**src/rtl/id_ex_if.sv**
```systemverilog
// ID/EX stage bus.
//   Decode side -> stage : inst_id, pc_id, read_data1_id, read_data2_id,
//                          imm_out_id, ctrl_id, flush
//   Stage -> execute/hazard consumers : inst_ex, pc_ex, read_data1_ex,
//                          read_data2_ex, imm_out_ex, rs1_ex, rs2_ex, rd_ex,
//                          ctrl_ex, ALUOp_ex, ALUSrc_ex, PCWrite, IFIDWrite,
//                          stall_count
// modport master : the decode/execute environment around the stage
// modport slave  : the id_ex_stage itself
interface id_ex_if #(
    parameter int XLEN  = 64,
    parameter int CNT_W = 32
);
    logic [31:0]      inst_id;
    logic [XLEN-1:0]  pc_id;
    logic [XLEN-1:0]  read_data1_id;
    logic [XLEN-1:0]  read_data2_id;
    logic [XLEN-1:0]  imm_out_id;
    logic [7:0]       ctrl_id;
    logic             flush;

    logic [31:0]      inst_ex;
    logic [XLEN-1:0]  pc_ex;
    logic [XLEN-1:0]  read_data1_ex;
    logic [XLEN-1:0]  read_data2_ex;
    logic [XLEN-1:0]  imm_out_ex;
    logic [4:0]       rs1_ex;
    logic [4:0]       rs2_ex;
    logic [4:0]       rd_ex;
    logic [7:0]       ctrl_ex;
    logic [1:0]       ALUOp_ex;
    logic             ALUSrc_ex;
    logic             PCWrite;
    logic             IFIDWrite;
    logic [CNT_W-1:0] stall_count;

    modport master (
        output inst_id, pc_id, read_data1_id, read_data2_id, imm_out_id, ctrl_id, flush,
        input  inst_ex, pc_ex, read_data1_ex, read_data2_ex, imm_out_ex,
               rs1_ex, rs2_ex, rd_ex, ctrl_ex, ALUOp_ex, ALUSrc_ex,
               PCWrite, IFIDWrite, stall_count
    );

    modport slave (
        input  inst_id, pc_id, read_data1_id, read_data2_id, imm_out_id, ctrl_id, flush,
        output inst_ex, pc_ex, read_data1_ex, read_data2_ex, imm_out_ex,
               rs1_ex, rs2_ex, rd_ex, ctrl_ex, ALUOp_ex, ALUSrc_ex,
               PCWrite, IFIDWrite, stall_count
    );
endinterface

```
**src/rtl/id_ex_stage.sv**
```systemverilog
// ID/EX pipeline register with load-use hazard detection.
//   clk, rst_n : rising-edge clock, asynchronous active-low reset
//   bus        : id_ex_if slave; decode-stage inputs (*_id, flush) in,
//                registered execute-stage fields (*_ex), PCWrite/IFIDWrite
//                stall controls and the stall performance counter out.
// ctrl packing: {RegWrite,MemRead,MemWrite,MemtoReg,Branch,ALUSrc,ALUOp[1:0]}
module id_ex_stage #(
    parameter int          XLEN     = 64,
    parameter logic [31:0] NOP_INST = 32'h0000_0013,
    parameter int          CNT_W    = 32
) (
    input logic   clk,
    input logic   rst_n,
    id_ex_if.slave bus
);
    typedef enum logic [6:0] {
        OP_LOAD   = 7'b0000011,
        OP_STORE  = 7'b0100011,
        OP_RTYPE  = 7'b0110011,
        OP_BRANCH = 7'b1100011
    } opcode_e;

    localparam int CTRL_MEM_READ = 6;
    localparam int CTRL_ALU_SRC  = 2;

    logic [31:0]      inst_q;
    logic [XLEN-1:0]  pc_q;
    logic [XLEN-1:0]  rd1_q;
    logic [XLEN-1:0]  rd2_q;
    logic [XLEN-1:0]  imm_q;
    logic [7:0]       ctrl_q;
    logic [CNT_W-1:0] cnt_q;

    logic [6:0] op;
    logic [4:0] rd_q;
    logic       uses_rs1;
    logic       uses_rs2;
    logic       hazard;
    logic       stall;

    assign op   = bus.inst_id[6:0];
    assign rd_q = inst_q[11:7];

    // Which source registers the decode-stage instruction actually reads;
    // I-type immediates overlap the rs2 field and must not match.
    always_comb begin
        // NOTE: every always_comb output gets a default first so no path leaves it unassigned (no latch).
        uses_rs1 = 1'b0;
        uses_rs2 = 1'b0;
        case (op)
            OP_RTYPE, OP_STORE, OP_BRANCH: begin
                uses_rs1 = 1'b1;
                uses_rs2 = 1'b1;
            end
            OP_LOAD:  uses_rs1 = 1'b1;
            default:  ;
        endcase
    end

    // A bubble has rd=0 and MemRead=0, so it can never re-trigger a stall.
    assign hazard = ctrl_q[CTRL_MEM_READ] && (rd_q != 5'd0) &&
                    ((uses_rs1 && (rd_q == bus.inst_id[19:15])) ||
                     (uses_rs2 && (rd_q == bus.inst_id[24:20])));

    // A flush squashes the dependent instruction anyway, so it suppresses the stall.
    assign stall = hazard && !bus.flush;

    always_ff @(posedge clk or negedge rst_n) begin
        // NOTE: state registers use non-blocking assignments so all flops update together at the edge.
        if (!rst_n) begin
            inst_q <= NOP_INST;
            pc_q   <= '0;
            rd1_q  <= '0;
            rd2_q  <= '0;
            imm_q  <= '0;
            ctrl_q <= '0;
            cnt_q  <= '0;
        end else if (bus.flush || stall) begin
            inst_q <= NOP_INST;
            pc_q   <= '0;
            rd1_q  <= '0;
            rd2_q  <= '0;
            imm_q  <= '0;
            ctrl_q <= '0;
            // Only load-use bubbles are counted; the counter saturates.
            if (stall && (cnt_q != '1)) begin
                cnt_q <= cnt_q + CNT_W'(1);
            end
        end else begin
            inst_q <= bus.inst_id;
            pc_q   <= bus.pc_id;
            rd1_q  <= bus.read_data1_id;
            rd2_q  <= bus.read_data2_id;
            imm_q  <= bus.imm_out_id;
            ctrl_q <= bus.ctrl_id;
        end
    end

    assign bus.inst_ex       = inst_q;
    assign bus.pc_ex         = pc_q;
    assign bus.read_data1_ex = rd1_q;
    assign bus.read_data2_ex = rd2_q;
    assign bus.imm_out_ex    = imm_q;
    assign bus.rs1_ex        = inst_q[19:15];
    assign bus.rs2_ex        = inst_q[24:20];
    assign bus.rd_ex         = rd_q;
    assign bus.ctrl_ex       = ctrl_q;
    assign bus.ALUOp_ex      = ctrl_q[1:0];
    assign bus.ALUSrc_ex     = ctrl_q[CTRL_ALU_SRC];
    assign bus.PCWrite       = !stall;
    assign bus.IFIDWrite     = !stall;
    assign bus.stall_count   = cnt_q;
endmodule
```
**src/flat_wrapper.sv**
```systemverilog
// flat-port wrapper written by rule: the top's interface ports become plain ports
module id_ex_stage_flat 
#(
    parameter int          XLEN     = 64,
    parameter logic [31:0] NOP_INST = 32'h0000_0013,
    parameter int          CNT_W    = 32
)
  (clk, rst_n, bus_inst_id, bus_pc_id, bus_read_data1_id, bus_read_data2_id, bus_imm_out_id, bus_ctrl_id, bus_flush, bus_inst_ex, bus_pc_ex, bus_read_data1_ex, bus_read_data2_ex, bus_imm_out_ex, bus_rs1_ex, bus_rs2_ex, bus_rd_ex, bus_ctrl_ex, bus_ALUOp_ex, bus_ALUSrc_ex, bus_PCWrite, bus_IFIDWrite, bus_stall_count);
  id_ex_if #(.XLEN(XLEN), .CNT_W(CNT_W)) bus_i ();
  input logic clk;
  input logic rst_n;
  input wire logic [$bits(bus_i.inst_id)-1:0] bus_inst_id;
  input wire logic [$bits(bus_i.pc_id)-1:0] bus_pc_id;
  input wire logic [$bits(bus_i.read_data1_id)-1:0] bus_read_data1_id;
  input wire logic [$bits(bus_i.read_data2_id)-1:0] bus_read_data2_id;
  input wire logic [$bits(bus_i.imm_out_id)-1:0] bus_imm_out_id;
  input wire logic [$bits(bus_i.ctrl_id)-1:0] bus_ctrl_id;
  input wire logic [$bits(bus_i.flush)-1:0] bus_flush;
  output wire logic [$bits(bus_i.inst_ex)-1:0] bus_inst_ex;
  output wire logic [$bits(bus_i.pc_ex)-1:0] bus_pc_ex;
  output wire logic [$bits(bus_i.read_data1_ex)-1:0] bus_read_data1_ex;
  output wire logic [$bits(bus_i.read_data2_ex)-1:0] bus_read_data2_ex;
  output wire logic [$bits(bus_i.imm_out_ex)-1:0] bus_imm_out_ex;
  output wire logic [$bits(bus_i.rs1_ex)-1:0] bus_rs1_ex;
  output wire logic [$bits(bus_i.rs2_ex)-1:0] bus_rs2_ex;
  output wire logic [$bits(bus_i.rd_ex)-1:0] bus_rd_ex;
  output wire logic [$bits(bus_i.ctrl_ex)-1:0] bus_ctrl_ex;
  output wire logic [$bits(bus_i.ALUOp_ex)-1:0] bus_ALUOp_ex;
  output wire logic [$bits(bus_i.ALUSrc_ex)-1:0] bus_ALUSrc_ex;
  output wire logic [$bits(bus_i.PCWrite)-1:0] bus_PCWrite;
  output wire logic [$bits(bus_i.IFIDWrite)-1:0] bus_IFIDWrite;
  output wire logic [$bits(bus_i.stall_count)-1:0] bus_stall_count;
  assign bus_i.inst_id = bus_inst_id;
  assign bus_i.pc_id = bus_pc_id;
  assign bus_i.read_data1_id = bus_read_data1_id;
  assign bus_i.read_data2_id = bus_read_data2_id;
  assign bus_i.imm_out_id = bus_imm_out_id;
  assign bus_i.ctrl_id = bus_ctrl_id;
  assign bus_i.flush = bus_flush;
  assign bus_inst_ex = bus_i.inst_ex;
  assign bus_pc_ex = bus_i.pc_ex;
  assign bus_read_data1_ex = bus_i.read_data1_ex;
  assign bus_read_data2_ex = bus_i.read_data2_ex;
  assign bus_imm_out_ex = bus_i.imm_out_ex;
  assign bus_rs1_ex = bus_i.rs1_ex;
  assign bus_rs2_ex = bus_i.rs2_ex;
  assign bus_rd_ex = bus_i.rd_ex;
  assign bus_ctrl_ex = bus_i.ctrl_ex;
  assign bus_ALUOp_ex = bus_i.ALUOp_ex;
  assign bus_ALUSrc_ex = bus_i.ALUSrc_ex;
  assign bus_PCWrite = bus_i.PCWrite;
  assign bus_IFIDWrite = bus_i.IFIDWrite;
  assign bus_stall_count = bus_i.stall_count;
  id_ex_stage #(.XLEN(XLEN), .NOP_INST(NOP_INST), .CNT_W(CNT_W)) u_core (.clk(clk), .rst_n(rst_n), .bus(bus_i));
endmodule
```
**config.mk**
```make
export PLATFORM = sky130hd
export DESIGN_NAME = id_ex_stage_flat
export DESIGN_NICKNAME = d
export VERILOG_FILES = /design/src/rtl/id_ex_if.sv /design/src/rtl/id_ex_stage.sv /design/src/flat_wrapper.sv
export SDC_FILE = /design/constraint.sdc
export NUM_CORES = 1
export LEC_CHECK = 0
export CAP_MARGIN = 5
export CELL_PAD_IN_SITES_DETAIL_PLACEMENT = 1
export CELL_PAD_IN_SITES_GLOBAL_PLACEMENT = 1
export CORE_AREA = 2 2 254 256
export CTS_CLUSTER_DIAMETER = 40
export DETAILED_ROUTE_END_ITERATION = 7
export DIE_AREA = 0 0 256 258
export GPL_TIMING_DRIVEN = 0
export PLACE_DENSITY = 0.6
export SLEW_MARGIN = 30
export SYNTH_ARGS = -nofsm -noshare
export SYNTH_HDL_FRONTEND = slang
export SYNTH_SLANG_ARGS = --single-unit
```
**constraint.sdc**
```tcl
create_clock -name clk -period 2.58 [get_ports clk]
set_input_delay 0.516 -clock clk [delete_from_list [all_inputs] [get_ports clk]]
set_output_delay 0.516 -clock clk [all_outputs]
set_load 0.1 [all_outputs]
```
==> key figures <==
Run status
  • Outcome: finished with violations
  • Violated checks: setup timing

Floorplanning
  • Initial core utilization: 0.179
  • Die width: ~260 um
  • Die Footprint: roughly 66000 um^2
  • Core area: ~64000 um^2
  • Row count: 93
  • # IOs: between 600 and 700
  • Chip Height: 258 um

Timing
  • Worst-margin pin slew: between 1 and 1.5 ns
  • Fin Hold WS: around 0.33 ns
  • Final Slew Violations: 0
  • Final worst slack: -0.355 ns
  • Setup TNS: -0.674 ns
  • Final setup vio count: 2
  • Max-slew headroom: 0.318
  • Crit path time final: a little under 3 ns
  • Hold Vio Cnt, Final: 0
  • Period Utilization, post-route: 1.14
  • Worst Clk Skew: 0.0336 ns
  • RSZ-0062 raised after global routing: yes
  • Fmax: 341 MHz

Logic synthesis
  • Biggest area consumer among synthesized cells: dfrtp_1
  • Post-synth net total: around 1100
  • YS warnings: 0
  • FF+latch count, synth: approximately 330
  • Seq/Total Area, Yosys: 0.721
  • Adder-cell share of the synthesized area: 0.00110
  • Synth Area per Inst: ~14 um^2
  • Compound-gate portion of the synthesized area: 0.00253
  • Main combinational cell family by area after synthesis: simple AND/OR/NAND/NOR gates
  • Mapped Area: 11400 um^2
  • Main synth FF type: dfrtp_1
  • Top-area cell type share of the netlist area: 0.714
  • Count of cell types in the netlist: 38
  • XOR/XNOR Fraction of Synth Area: 0.0315
  • Post-synthesis simple-gate area fraction: 0.213
  • Async SR Flop Fraction: 1.00
  • Post-synthesis mux area share: 0.000989
  • Synth area leaders: dfrtp_1 71%, and2_1 16%, xor2_1 2.0%, buf_4 1.3%, clkbuf_2 1.2%
  • Mapped Cells: between 800 and 900
  • Post-synth EDFFs: 0

CTS
  • CTS Sinks: 328
  • H-tree lvl count: 3
  • Max clock buf depth: 3
  • CTS tree: done
  • Root Buffer Master: clkbuf_16
  • CTS Buf Count: 70
  • Skew-Pair Late Insertion Delay: 0.60 ns
  • Clock-pin slew on the worst setup and hold paths: around 0.050 ns

Cells and area
  • Layout cells sized above 1: 0.172
  • Commonest non-fill, non-tap cells in the layout: 317 x dfrtp_1, 312 x dlygate4sd2_1, 297 x clkdlybuf4s50_1, 273 x and2_1, 79 x clkbuf_16
  • Area taken by multi-input logic gates: 2940 um^2
  • Commonest non-fill, non-tap cell in the layout: dfrtp_1
  • Final net count: roughly 1900
  • Area Overhead vs Synth: 90.0%
  • Fill count: roughly 7000
  • Seq. cell area: 8230 um^2

Setup path
  • Req. time, crit path: 2.06 ns
  • CP Launch Type: flip-flop
  • Worst Path Arrival: ~2.4 ns
  • Max FO, Critical Path: 4
  • CP Capture Type: output pin
  • Critical path type: flip-flop to output pin

Power and ir drop
  • Power density cells: about 830 nW/um^2
  • Gate power share: 0.185
  • LEAKAGE: about 11 nW
  • Internal cell power: 0.0121 W
  • Maximum vdd drop: 0.494 mV
  • Net Sw Power: about 0.0057 W
  • Switch share: 0.319
  • Clock share of power: 0.509
  • Sequential share of power: 0.306

Global routing
  • Grt total ovfl: 0
  • Largest net degree at the start of global routing: between 80 and 90
  • Vias in the first global route: between 10000 and 15000
  • First-pass GRT wire length: 68.7 mm
  • Initial antenna violation count: 5
  • Gr usage total: 0.141

Routing
  • DR pass1 iterations: 4
  • Drt via density: around 3.6
  • Via Count: 8978
  • Initial DRC count: 226
  • DRC Markers: 0
  • Total wire length: 46.9 mm
  • Post-route ant nets: 0
  • Routed len/inst: 19.0 um

Placed design
  • IO Port Bufs: ~650
  • GPL Wtd Cong: 0.817
  • Hpwl dp: about 36 mm

Run
  • Max Cap Viol: 0

Min path
  • Worst Hold Class: input port to asynchronous set/reset pin
final timing paths:
check                                          start                      endpoint  slack, ns  cells past startpoint
min                                            rst_n          u_core.bus.pc_ex[59]       0.33                      2
max                            u_core.bus.inst_ex[7]                   bus_PCWrite      -0.36                      7
min in group clk               bus_read_data1_id[40]  u_core.bus.read_data1_ex[40]       0.47                      2
min reg2reg                u_core.bus.stall_count[8]     u_core.bus.stall_count[8]       0.49                      1
max reg2reg                    u_core.bus.inst_ex[7]     u_core.bus.stall_count[1]       0.12                      9
max in group asynchronous                      rst_n  u_core.bus.read_data1_ex[27]       0.72                      5
logic make-up (layout without fill, tap and decap cells):
| group | after synthesis | after routing |
|---|---|---|
| AO/OA/AOI/OAI | 3 | 3 |
| AND/OR/NAND/NOR | 391 | 391 |
| buffers and inverters | 56 | 848 |
| multiplexers | 1 | 1 |
| other | 0 | 1 |
| flip-flops | 328 | 328 |
| adder cells (fa/ha/maj) | 1 | 1 |
| XOR/XNOR | 41 | 41 |
per-layer routing:
metal | GRT usage | up-vias | routed length [um]
met4 | 0.0526 | 4 | 1210
met5 | 0 | - | 21
met1 | 0.146 | 4388 | 17000
met3 | 0.0594 | 75 | 4450
met2 | 0.254 | 458 | 24200
li1 | - | 4053 | -
cell type report:
| cell class | count | share of cell area |
|---|---|---|
| antenna | 1 | 0.000116 |
| buffer | 53 | 0.0309 |
| clock buffer | 81 | 0.0857 |
| clock inverter | 45 | 0.0264 |
| inverter | 3 | 0.000521 |
| multi-input combinational | 437 | 0.136 |
| sequential | 328 | 0.380 |
| tap | 855 | 0.0495 |
| timing repair buffer | 666 | 0.291 |
Yosys cell counts, drive strengths merged (3+ instances only):
library cell / number
dfrtp: 325
and2: 296
clkbuf: 30
xor2: 26
buf: 23
nor2: 22
xnor2: 15
nand2: 14
nand4: 14
nand3: 12
nor3: 10
and3: 6
nor4: 5
dfstp: 3
inv: 3
nor3b: 3
or3: 3
flip-flops by register name, indices dropped and copies added, names as in the netlist:
register,cells
u_core.bus.read_data1_ex,64
u_core.bus.inst_ex,32
u_core.bus.ctrl_ex,8
u_core.bus.stall_count,32
u_core.bus.pc_ex,64
u_core.bus.imm_out_ex,64
u_core.bus.read_data2_ex,64
per-stage QoR:
| step | total power (W) | instance area [um^2] | utilization | instances | setup slack (ns) |
|---|---|---|---|---|---|
| floorplan | 0.00767 | 11400 | - | 821 | -0.000707 |
| global placement | 0.00895 | 19000 | 0.298 | 2322 | -16.52 |
| detailed placement | 0.00896 | 19000 | 0.298 | 2326 | -1.95 |
| CTS | 0.0182 | 21600 | 0.340 | 2468 | -0.471 |
| global route | 0.0185 | 21600 | 0.340 | 2468 | -0.471 |
| finish | 0.0179 | 21600 | 0.340 | 2469 | -0.355 |
what timing repair did:
item                                    4_1_cts  5_1_grt
setup buffers                                12        0
endpoints found under the setup margin      640      168
gates resized for setup                     461        4
cloned                                        3        0
hold buffers                                  1        0
pin swaps                                     8        8
hold endpoints to repair                     20        0
power by group through the flow:
stage	clock network (W)	logic (W)	registers (W)
5_1_grt	0.00958	0.00343	0.00549
4_1_cts	0.00936	0.00335	0.00548
3_5_place_dp	0	0.00340	0.00557
3_3_place_gp	0	0.00337	0.00558
2_1_floorplan	0	0.000359	0.00731
6_report	0.00908	0.00330	0.00547
worst max-delay path: stages (launching register included):
cell      delay, ns
dfrtp_4        0.52
or4_4          0.57
nor2_4         0.15
nor2_4         0.04
nand3b_1       0.15
buf_12         0.13
buf_6          0.09
buf_12         0.16
No activity file was read; power rests on OpenSTA's default activity.
